===== config.mk =====
export PLATFORM = sky130hd
export DESIGN_NAME = uart_word_bridge
export DESIGN_NICKNAME = d
export VERILOG_FILES = /design/src/rtl/uart_word_bridge.sv
export SDC_FILE = /design/constraint.sdc
export NUM_CORES = 1
export LEC_CHECK = 0
export ABC_CLOCK_PERIOD_IN_PS = 2700
export BUFFER_PORTS_ARGS = -buffer_cell sky130_fd_sc_hd__buf_2
export CAP_MARGIN = 20
export CORE_MARGIN = 2
export CORE_UTILIZATION = 53
export CTS_CLUSTER_DIAMETER = 60
export DETAILED_ROUTE_END_ITERATION = 10
export PLACE_DENSITY = 0.79
export SLEW_MARGIN = 0
export SYNTH_ARGS = -nofsm -noshare
export SYNTH_HDL_FRONTEND = slang
export SYNTH_SLANG_ARGS = --single-unit

===== constraint.sdc =====
create_clock -name clk -period 2.7 [get_ports clk]
set_clock_uncertainty 0.15 [all_clocks]
set_input_delay 0.135 -clock clk [delete_from_list [all_inputs] [get_ports clk]]
set_output_delay 0.135 -clock clk [all_outputs]
set_load 0.01 [all_outputs]

===== src/rtl/uart_word_bridge.sv =====
// Packs UART bytes into processor words and splits processor words into UART bytes.
// Word valid 1 cycle after the last byte, first tx byte 1 cycle after word accept; each side stalls its input while holding or sending.
module uart_word_bridge #(
  parameter int UART_WIDTH     = 8,
  parameter int INP_WIDTH      = 24,
  parameter int OUT_WIDTH      = 16,
  parameter int MSB_FIRST      = 0,
  parameter int TIMEOUT_CYCLES = 100000,
  parameter int DROP_CNT_WIDTH = 8
) (
  input  logic                      clk,
  input  logic                      rst,
  input  logic [UART_WIDTH-1:0]     rx_tdata,
  input  logic                      rx_tvalid,
  output logic                      rx_tready,
  input  logic                      rx_frame_error,
  input  logic                      rx_overrun_error,
  output logic [INP_WIDTH-1:0]      inp_tdata,
  output logic                      inp_tvalid,
  input  logic                      inp_tready,
  input  logic [OUT_WIDTH-1:0]      out_tdata,
  input  logic                      out_tvalid,
  output logic                      out_tready,
  output logic [UART_WIDTH-1:0]     tx_tdata,
  output logic                      tx_tvalid,
  input  logic                      tx_tready,
  input  logic                      err_clear,
  output logic                      rx_error,
  output logic [DROP_CNT_WIDTH-1:0] drop_count,
  output logic                      rx_partial
);
  localparam int INP_BEATS = (INP_WIDTH + UART_WIDTH - 1) / UART_WIDTH;
  localparam int OUT_BEATS = (OUT_WIDTH + UART_WIDTH - 1) / UART_WIDTH;
  localparam int RCW = $clog2(INP_BEATS + 1);
  localparam int TCW = $clog2(OUT_BEATS + 1);
  localparam int TMW = (TIMEOUT_CYCLES > 1) ? $clog2(TIMEOUT_CYCLES) : 1;
  localparam logic [TMW-1:0] TMO_LAST = (TIMEOUT_CYCLES > 0) ? TMW'(TIMEOUT_CYCLES - 1) : '0;

  typedef enum logic {COLLECT, HOLD} rx_state_t;
  typedef enum logic {IDLE, SEND} tx_state_t;

  rx_state_t                       rx_state, rx_state_nxt;
  logic [RCW-1:0]                  rx_cnt, rx_cnt_nxt, base_cnt, rx_slot;
  logic [INP_BEATS*UART_WIDTH-1:0] rx_buf, rx_buf_nxt;
  logic [TMW-1:0]                  tmo_cnt, tmo_cnt_nxt;
  logic                            rx_hs, rx_err, tmo_hit, drop_inc;
  logic                            rx_error_nxt;
  logic [DROP_CNT_WIDTH-1:0]       drop_nxt;

  tx_state_t                       tx_state, tx_state_nxt;
  logic [TCW-1:0]                  tx_cnt, tx_cnt_nxt;
  logic [OUT_BEATS*UART_WIDTH-1:0] tx_sh, tx_sh_nxt, tx_src, out_ext;
  logic [UART_WIDTH-1:0]           tx_tdata_nxt;
  logic                            tx_load;

  assign rx_tready = (rx_state == COLLECT);
  assign out_tready = (tx_state == IDLE);
  assign inp_tdata = rx_buf[INP_WIDTH-1:0];

  assign rx_hs = rx_tvalid && rx_tready;
  assign rx_err = rx_frame_error || rx_overrun_error;
  assign tmo_hit = (TIMEOUT_CYCLES != 0) && (rx_state == COLLECT) && (rx_cnt != '0) && (tmo_cnt == TMO_LAST);
  // A byte landing on the expiry cycle starts a fresh word
  assign base_cnt = tmo_hit ? '0 : rx_cnt;
  assign rx_slot = (MSB_FIRST != 0) ? RCW'(INP_BEATS - 1) - base_cnt : base_cnt;

  always_comb begin
    rx_state_nxt = rx_state;
    rx_cnt_nxt   = rx_cnt;
    rx_buf_nxt   = rx_buf;
    tmo_cnt_nxt  = '0;
    drop_inc     = 1'b0;
    case (rx_state)
      COLLECT: begin
        if (rx_err) begin
          rx_cnt_nxt = '0;
          drop_inc   = (rx_cnt != '0);
        end else begin
          if (tmo_hit) begin
            rx_cnt_nxt = '0;
            drop_inc   = 1'b1;
          end
          if (rx_hs) begin
            for (int b = 0; b < INP_BEATS; b++)
              if (rx_slot == RCW'(b)) rx_buf_nxt[b*UART_WIDTH +: UART_WIDTH] = rx_tdata;
            if (base_cnt == RCW'(INP_BEATS - 1)) begin
              rx_cnt_nxt   = '0;
              rx_state_nxt = HOLD;
            end else begin
              rx_cnt_nxt = base_cnt + 1'b1;
            end
          end else if ((TIMEOUT_CYCLES != 0) && (rx_cnt != '0) && !tmo_hit) begin
            tmo_cnt_nxt = tmo_cnt + 1'b1;
          end
        end
      end
      HOLD: if (inp_tready) rx_state_nxt = COLLECT;
      default: rx_state_nxt = COLLECT;
    endcase
  end

  // Set and increment take priority over a simultaneous clear
  always_comb begin
    rx_error_nxt = rx_error;
    drop_nxt     = drop_count;
    if (err_clear) begin
      rx_error_nxt = 1'b0;
      drop_nxt     = '0;
    end
    if (rx_err) rx_error_nxt = 1'b1;
    if (drop_inc) drop_nxt = err_clear ? DROP_CNT_WIDTH'(1) :
                             (&drop_count) ? drop_count : drop_count + 1'b1;
  end

  always_comb begin
    out_ext = '0;
    out_ext[OUT_WIDTH-1:0] = out_tdata;
    tx_state_nxt = tx_state;
    tx_cnt_nxt   = tx_cnt;
    tx_sh_nxt    = tx_sh;
    tx_tdata_nxt = tx_tdata;
    tx_load      = 1'b0;
    tx_src       = tx_sh;
    case (tx_state)
      IDLE: if (out_tvalid) begin
        tx_load      = 1'b1;
        tx_src       = out_ext;
        tx_cnt_nxt   = '0;
        tx_state_nxt = SEND;
      end
      SEND: if (tx_tready) begin
        if (tx_cnt == TCW'(OUT_BEATS - 1)) begin
          tx_state_nxt = IDLE;
        end else begin
          tx_load    = 1'b1;
          tx_cnt_nxt = tx_cnt + 1'b1;
        end
      end
      default: tx_state_nxt = IDLE;
    endcase
    // Remaining beats shift toward the emitting end of tx_sh
    if (tx_load) begin
      if (MSB_FIRST != 0) begin
        tx_tdata_nxt = tx_src[(OUT_BEATS-1)*UART_WIDTH +: UART_WIDTH];
        tx_sh_nxt    = tx_src << UART_WIDTH;
      end else begin
        tx_tdata_nxt = tx_src[UART_WIDTH-1:0];
        tx_sh_nxt    = tx_src >> UART_WIDTH;
      end
    end
  end

  always_ff @(posedge clk) begin
    if (rst) begin
      rx_state   <= COLLECT;
      rx_cnt     <= '0;
      rx_buf     <= '0;
      tmo_cnt    <= '0;
      inp_tvalid <= 1'b0;
      rx_error   <= 1'b0;
      drop_count <= '0;
      rx_partial <= 1'b0;
      tx_state   <= IDLE;
      tx_cnt     <= '0;
      tx_sh      <= '0;
      tx_tdata   <= '0;
      tx_tvalid  <= 1'b0;
    end else begin
      rx_state   <= rx_state_nxt;
      rx_cnt     <= rx_cnt_nxt;
      rx_buf     <= rx_buf_nxt;
      tmo_cnt    <= tmo_cnt_nxt;
      inp_tvalid <= (rx_state_nxt == HOLD);
      rx_error   <= rx_error_nxt;
      drop_count <= drop_nxt;
      rx_partial <= (rx_state_nxt == COLLECT) && (rx_cnt_nxt != '0);
      tx_state   <= tx_state_nxt;
      tx_cnt     <= tx_cnt_nxt;
      tx_sh      <= tx_sh_nxt;
      tx_tdata   <= tx_tdata_nxt;
      tx_tvalid  <= (tx_state_nxt == SEND);
    end
  end
endmodule


==> reports/results.env, run 1 <==
FP.DIEH_UM=82.1
POST-CTS-SETUP-BUFFERS=0
POWER_DENSITY_nW_PER_UM2=548
FINAL_PERIOD_MINUS_WORST_SETUP_SLACK_PS=2270
WORSTMARGINPINSLEW_PS=829
PLACEDCELLCOUNT=486
TRITONCTS_CLOCK_TREE='done'
PORT_BUFFERS=78
POST_ROUTE_INSTS_NO_FILL=530
M1WIRELENGTH_UM=3330
TIMING.HOLD.WORST.CLASS='in2reg'
GP_CONGESTION=0.803
DRC=0
YOSYSWARNINGS=0
CLK-INSERTION-DELAY-LATE_PS=340
PROPORTION_OF_SYNTHESIZED_CHIP_AREA_IN_SEQUENTIAL_CELLS=0.452
FINISH.NET_COUNT=486
YS_TOP_CELLS_BY_COUNT='sky130_fd_sc_hd__dfxtp_1 (73), sky130_fd_sc_hd__nand2b_1 (34), sky130_fd_sc_hd__mux2i_1 (33)'
TOTAL_WIRE_LENGTH_UM=7850
DIE-WIDTH_UM=82.1
HPWLAFTERDP_UM=4910
SYN2LAYOUT_AREA_GROWTH_PCT=29.0
NUMBER_OF_ANTENNA_DIODES=0
ROUTE.TOP_LAYER_USED='met4'
GRT_START_MAX_NET_PINS=61
POWER_LEAKAGE_nW=1.81
DRT_ITER0_DRC=120
SYNTH_ENABLE_FLOP_CELLS=0
MAX-CAP-VIOLATIONS=0
SYNTH_LARGEST_TYPE_AREA_FRACTION=0.452
SETUP.WORST_PATH.START_CLASS='flop'
SYNTHDOMINANTAREACELLTYPE='sky130_fd_sc_hd__dfxtp_1'
DRT-WIRELENGTH-PER-CELL_UM=14.8
GLOBALROUTE.TOTALOVERFLOW=0
NUMBER_OF_STORAGE_ELEMENTS_IN_THE_SYNTHESIS_NETLIST=73
CRIT_PATH_MAX_FANOUT=16
DESIGN.PORTCOUNT=79
DR_TOTAL_VIAS=2892
NUM_CTS_BUFFERS=9
P_TOTAL_mW=2.28
DESIGN.DIE.AREA_SQ_UM=6740
CTS.HTREE.LEVELS=3
GRT_PASS1_WL_UM=12400
TIMING_HOLD_VIOLATIONS_FINAL=0
GRT_UTIL_ALL_LAYERS=0.240
DRT_PASS1_ITERATIONS=4
FIN_CRIT_SH=0.842
GRT_PASS1_VIAS=2771
NUMBER_OF_STANDARD_CELL_ROWS_IN_THE_FLOORPLAN=28
CLKTRANSATPATHREGS_PS=80
N_FILL_CELL=465
MAX_CLOCK_FREQ_MHz=440
CRITPATHREQUIREDTIME_PS=2830
MET3_WL_UM=365
POST_SYNTH_INSTANCE_AREA_SQ_UM=3230
GRT_ANTENNA_BEFORE_REPAIR=0
SEQUENTIAL_CELL_AREA_SQ_UM=1460
SYNTHDISTINCTLIBCELLS=46
POSTROUTEANTENNANETS=0
SYNTHESIS.INSTANCES=347
GRT_SETUP_UNREPAIRED='false'
FINAL.SETUP.TNS_PS=0
YS_TOP_CELLS_BY_AREA='sky130_fd_sc_hd__dfxtp_1 (45%), sky130_fd_sc_hd__mux2i_1 (10%), sky130_fd_sc_hd__nand2b_1 (6.6%)'
SETUP.WORST_PATH.END_CLASS='flop'
POST-SYNTH-TOP-COUNT-CELL='sky130_fd_sc_hd__dfxtp_1'
SINK_COUNT=73
FINAL-SETUP-VIOL-COUNT=0
MET2_WIRELENGTH_UM=3950
CTSHOLDBUFFERS=28
POST_SYNTH.CELL_AREA_AVG_SQ_UM=9.31
TIMING.SLEW.HEADROOM=0.446
WORSTPATHARRIVAL_PS=2400
FLOORPLAN.INITIALDENSITY=0.546
FINAL-MAX-SLEW-VIOLATION-COUNT=0
CRIT_TYPE='reg2reg'
CTS_REPAIR_RESIZE_COUNT=0
PRE_CTS_WORST_SETUP_SLACK_PS=473
OUTCOME='completed'
ROUTED_VIA_DENSITY=5.46
CTSLONGESTPATHBUFFERS=2
FRACTION_OF_LAYOUT_INSTANCES_USING_A_DRIVE_STRENGTH_ABOVE_1=0.233
CLOCK-ROOT-BUFFER='sky130_fd_sc_hd__clkbuf_8'
SYNTHARSTFLOPSHARE=0
MULTI_INPUT_AREA_SQ_UM=1680
CORE_AREA_SQ_UM=5920
SYNTHESIS.NETS=383
FINALWORSTSETUPSLACK_PS=426
PEAKVDDDROP_uV=484
SYNTH_FLOP_CELL='sky130_fd_sc_hd__dfxtp_1'
-- critical path, cell delays in order (launching register included) --
cell,delay (ps)
sky130_fd_sc_hd__dfxtp_1,380
sky130_fd_sc_hd__ha_1,220
sky130_fd_sc_hd__and4_1,330
sky130_fd_sc_hd__a41oi_2,370
sky130_fd_sc_hd__or4b_1,620
sky130_fd_sc_hd__a21oi_1,140
-- flip-flops by register name, summed over array words and instances (netlist names) --
name and cells:
tx_tdata 8, rx_cnt 2, tx_state 1, tx_sh 8, tx_cnt 2, tmo_cnt 17, rx_partial 1, inp_tdata 24
rx_error 1, rx_state 1, drop_count 8
-- routing by layer --
| metal | vias up | track usage |
|---|---|---|
| met4 | 0 | 0.115 |
| met2 | 66 | 0.408 |
| met5 | - | 0 |
| met3 | 20 | 0.0648 |
| li1 | 1436 | - |
| met1 | 1370 | 0.280 |
-- layout by cell type (no fill, tap or decap), drive strengths merged, types with 4 or more instances in the layout --
master and count:
inv 7, buf 80, xnor2 6, o21ai 7, nand3 18, clkbuf 11, nand4 5, mux2i 33
o211ai 4, dlygate4sd3 28, dfxtp 73, xor2 5, or2 4, nand2 20, nor2 32, nand2b 34
a21oi 23, a211oi 9, or3 7
-- final cells by class --
| cell class | instances | area share |
|---|---|---|
| clock buffers | 11 | 0.0339 |
| clock inverters | 5 | 0.0189 |
| inverters | 7 | 0.00631 |
| multi-input cells | 251 | 0.403 |
| flip-flops and latches | 73 | 0.351 |
| well taps | 75 | 0.0225 |
| repair buffers | 108 | 0.165 |
-- logic make-up (layout without fill, tap and decap cells) --
family                     after synthesis  count (layout)  share of synthesized area
AOI/OAI and AO/OA                       59              59                      0.120
xor gates and xnor gates                11              11                     0.0298
adders and majority gates                3               3                     0.0116
buffers and inverters                   23             131                     0.0279
DFF                                     73              73                      0.452
muxes                                   33              33                      0.102
and+or+nand+nor                        145             145                      0.256
-- through the flow --
stage                     instance area [sq um]  utilization  hold WS, ps
final                                      4170        0.704         5.04
after global routing                       4170        0.704         19.2
after CTS                                  4170        0.704         8.90
after detailed placement                   3670        0.619          231
after global placement                     3670        0.619          227
after floorplan                            3230            -          121
-- path summary, 6_finish.rpt --
| kind | cells past startpoint | start | slack, ps | to |
|---|---|---|---|---|
| setup reg to reg | 5 | tmo_cnt[0] | 430 | drop_count[7] |
| hold reg to reg | 1 | tmo_cnt[0] | 320 | tmo_cnt[0] |
| setup / recovery | 5 | tmo_cnt[0] | 430 | drop_count[7] |
| hold / removal | 3 | rx_tdata[0] | 5 | inp_tdata[0] |
-- report_power, final --
group / internal (mW) / total (mW) / switching [mW]
registers: 1.10 / 1.12 / 0.0171
clock network: 0.545 / 0.959 / 0.414
logic: 0.101 / 0.204 / 0.103
Power figures use the tool's default switching activity.
==> run 2, diff against run 1 <==
--- a/config.mk
+++ b/config.mk
@@ -5,7 +5,7 @@
 export SDC_FILE = /design/constraint.sdc
 export NUM_CORES = 1
 export LEC_CHECK = 0
-export ABC_CLOCK_PERIOD_IN_PS = 2700
+export ABC_CLOCK_PERIOD_IN_PS = 2300
 export BUFFER_PORTS_ARGS = -buffer_cell sky130_fd_sc_hd__buf_2
 export CAP_MARGIN = 20
 export CORE_MARGIN = 2
==> constraint.sdc (replaced) <==
create_clock -name clk -period 2.3 [get_ports clk]
set_clock_uncertainty 0.15 [all_clocks]
set_input_delay 0.115 -clock clk [delete_from_list [all_inputs] [get_ports clk]]
set_output_delay 0.115 -clock clk [all_outputs]
set_load 0.01 [all_outputs]
==> reports/results.env, run 2 (synthesized netlist as in run 1, its figures left out) <==
DIE-WIDTH_UM=82.1  # unchanged
SYN2LAYOUT_AREA_GROWTH_PCT=29.7
CLKTRANSATPATHREGS_PS=70  # about the same
GRT_UTIL_ALL_LAYERS=0.248  # +0.00707
N_FILL_CELL=419  # -9.9%
HPWLAFTERDP_UM=5040  # +2.6%
NUM_CTS_BUFFERS=9  # unchanged
MAX-CAP-VIOLATIONS=0  # unchanged
GP_CONGESTION=0.796  # -0.93%
GRT_PASS1_WL_UM=12700  # +2.3%
DR_TOTAL_VIAS=2930  # +1.3%
PLACEDCELLCOUNT=490  # +0.82%
CRIT_PATH_MAX_FANOUT=9  # -7
PORT_BUFFERS=78  # unchanged
CLK-INSERTION-DELAY-LATE_PS=350  # about the same
CORE_AREA_SQ_UM=5920  # unchanged
FINAL-MAX-SLEW-VIOLATION-COUNT=0  # unchanged
SINK_COUNT=73  # unchanged
WORSTMARGINPINSLEW_PS=819  # -9.83 ps
FIN_HOLD_WS_PS=14.9  # +9.84 ps
COMMONEST_NON_FILL_NON_TAP_CELL_IN_THE_LAYOUT='sky130_fd_sc_hd__buf_2'
CTS.HTREE.LEVELS=3  # unchanged
MOST-COMMON-LAYOUT-CELLS='sky130_fd_sc_hd__buf_2 (78), sky130_fd_sc_hd__dfxtp_1 (73), sky130_fd_sc_hd__nand2b_1 (34), sky130_fd_sc_hd__mux2i_1 (33), sky130_fd_sc_hd__nor2_1 (32)'
TOTAL_WIRE_LENGTH_UM=7720  # -1.6%
FINISH.NET_COUNT=493  # +1.4%
TRITONCTS_CLOCK_TREE='done'
DRT-WIRELENGTH-PER-CELL_UM=14.4  # -2.8%
POWER_LEAKAGE_nW=1.82  # +0.61%
POST_ROUTE_INSTS_NO_FILL=537  # +1.3%
OUTCOME='completed'
SETUP.WORST_PATH.END_CLASS='flop'
FRACTION_OF_LAYOUT_INSTANCES_USING_A_DRIVE_STRENGTH_ABOVE_1=0.236  # +0.00296
SEQUENTIAL_CELL_AREA_SQ_UM=1460  # unchanged
MAX_CLOCK_FREQ_MHz=468  # +6.5%
WORSTPATHARRIVAL_PS=2260  # -140 ps
TIMING.SLEW.HEADROOM=0.453  # +0.00657
GRT_PASS1_VIAS=2807  # +1.3%
WORST_HOLD_PATH.NUM_CELLS=2  # -1
MULTI_INPUT_AREA_SQ_UM=1690  # +0.67%
ROUTED_VIA_DENSITY=5.46  # about the same
SETUP.WORST_PATH.START_CLASS='flop'
REG2REG_DEPTH=6  # +1
GLOBALROUTE.TOTALOVERFLOW=0  # unchanged
POWER_DENSITY_nW_PER_UM2=589  # +7.5%
NUMBER_OF_STANDARD_CELL_ROWS_IN_THE_FLOORPLAN=28  # unchanged
TIMING.HOLD.WORST.CLASS='in2reg'
CLOCK-ROOT-BUFFER='sky130_fd_sc_hd__clkbuf_8'
DRC=0  # unchanged
TIMING_HOLD_VIOLATIONS_FINAL=0  # unchanged
FINAL-SETUP-VIOL-COUNT=0  # unchanged
LARGEST_REGISTER_FFS=24  # unchanged
FINAL_PERIOD_MINUS_WORST_SETUP_SLACK_PS=2140  # -138 ps
POST-CTS-SETUP-BUFFERS=0  # unchanged
NUMBER_OF_ANTENNA_DIODES=0  # unchanged
FIN_CRIT_SH=0.929  # +0.0864
CTSLONGESTPATHBUFFERS=2  # unchanged
CRITPATHREQUIREDTIME_PS=2420  # -410 ps
FP.DIEH_UM=82.1  # unchanged
DESIGN.DIE.AREA_SQ_UM=6740  # unchanged
DRT_ITER0_DRC=171  # +43%
FLOORPLAN.INITIALDENSITY=0.546  # unchanged
DRT_PASS1_ITERATIONS=4  # unchanged
GRT_START_MAX_NET_PINS=43  # -30%
PEAKVDDDROP_uV=490  # +1.3%
GRT_SETUP_UNREPAIRED='true'
GRT_ANTENNA_BEFORE_REPAIR=0  # unchanged
POSTROUTEANTENNANETS=0  # unchanged
CRIT_TYPE='reg2reg'
DESIGN.PORTCOUNT=79  # unchanged
POSTLAYOUTCOREUTIL=0.708  # +0.00423
-- run 2: power breakdown --
part	internal [mW]	total (mW)	switching, mW
clock	0.446	0.908	0.462
sequential	1.30	1.32	0.0201
combinational	0.125	0.244	0.119
-- run 2: layout make-up --
cell class	instances	area share
flip-flops and latches	73	0.349
clock inverters	3	0.00358
inverters	7	0.00627
clock buffers	13	0.0379
repair buffers	115	0.178
well taps	75	0.0224
multi-input cells	251	0.403
-- run 2: per-layer routing --
layer,global-route usage,up-vias,routed length [um]
li1,-,1451,-
met1,0.304,1400,3290
met2,0.407,61,3910
met3,0.0549,18,324
met4,0.127,0,199
met5,0,-,0
-- run 2: worst max-delay path, stage by stage (launching register included) --
cell                       delay, ps
sky130_fd_sc_hd__dfxtp_1         390
sky130_fd_sc_hd__ha_1            230
sky130_fd_sc_hd__and4_1          340
sky130_fd_sc_hd__nand4_2         280
sky130_fd_sc_hd__nand4b_1        210
sky130_fd_sc_hd__buf_4           220
sky130_fd_sc_hd__mux2i_1         220
-- run 2: path summary, 6_finish.rpt --
path | startpoint | endpoint | slack [ps]
setup / recovery | tmo_cnt[0] | inp_tdata[8] | 160
hold / removal | rst | tx_cnt[1] | 10
setup reg to reg | tmo_cnt[0] | inp_tdata[8] | 160
hold reg to reg | tx_sh[5] | tx_sh[5] | 320
-- run 2: what timing repair did --
action | 4_1_cts | 5_1_grt
setup endpoints to repair | 0 | 3
hold endpoints to repair | 52 | 0
hold buffers | 31 | 0
gates resized for setup | 0 | 1
-- run 2: per-stage QoR --
stage	setup TNS [ps]	setup WS [ps]	area [sq um]	total power, mW
finish	0	164	4190	2.47
global route	-1.47	-1.47	4190	2.56
CTS	0	112	4180	2.47
detailed placement	0	137	3700	1.54
global placement	0	225	3700	1.54
floorplan	0	367	3230	1.46
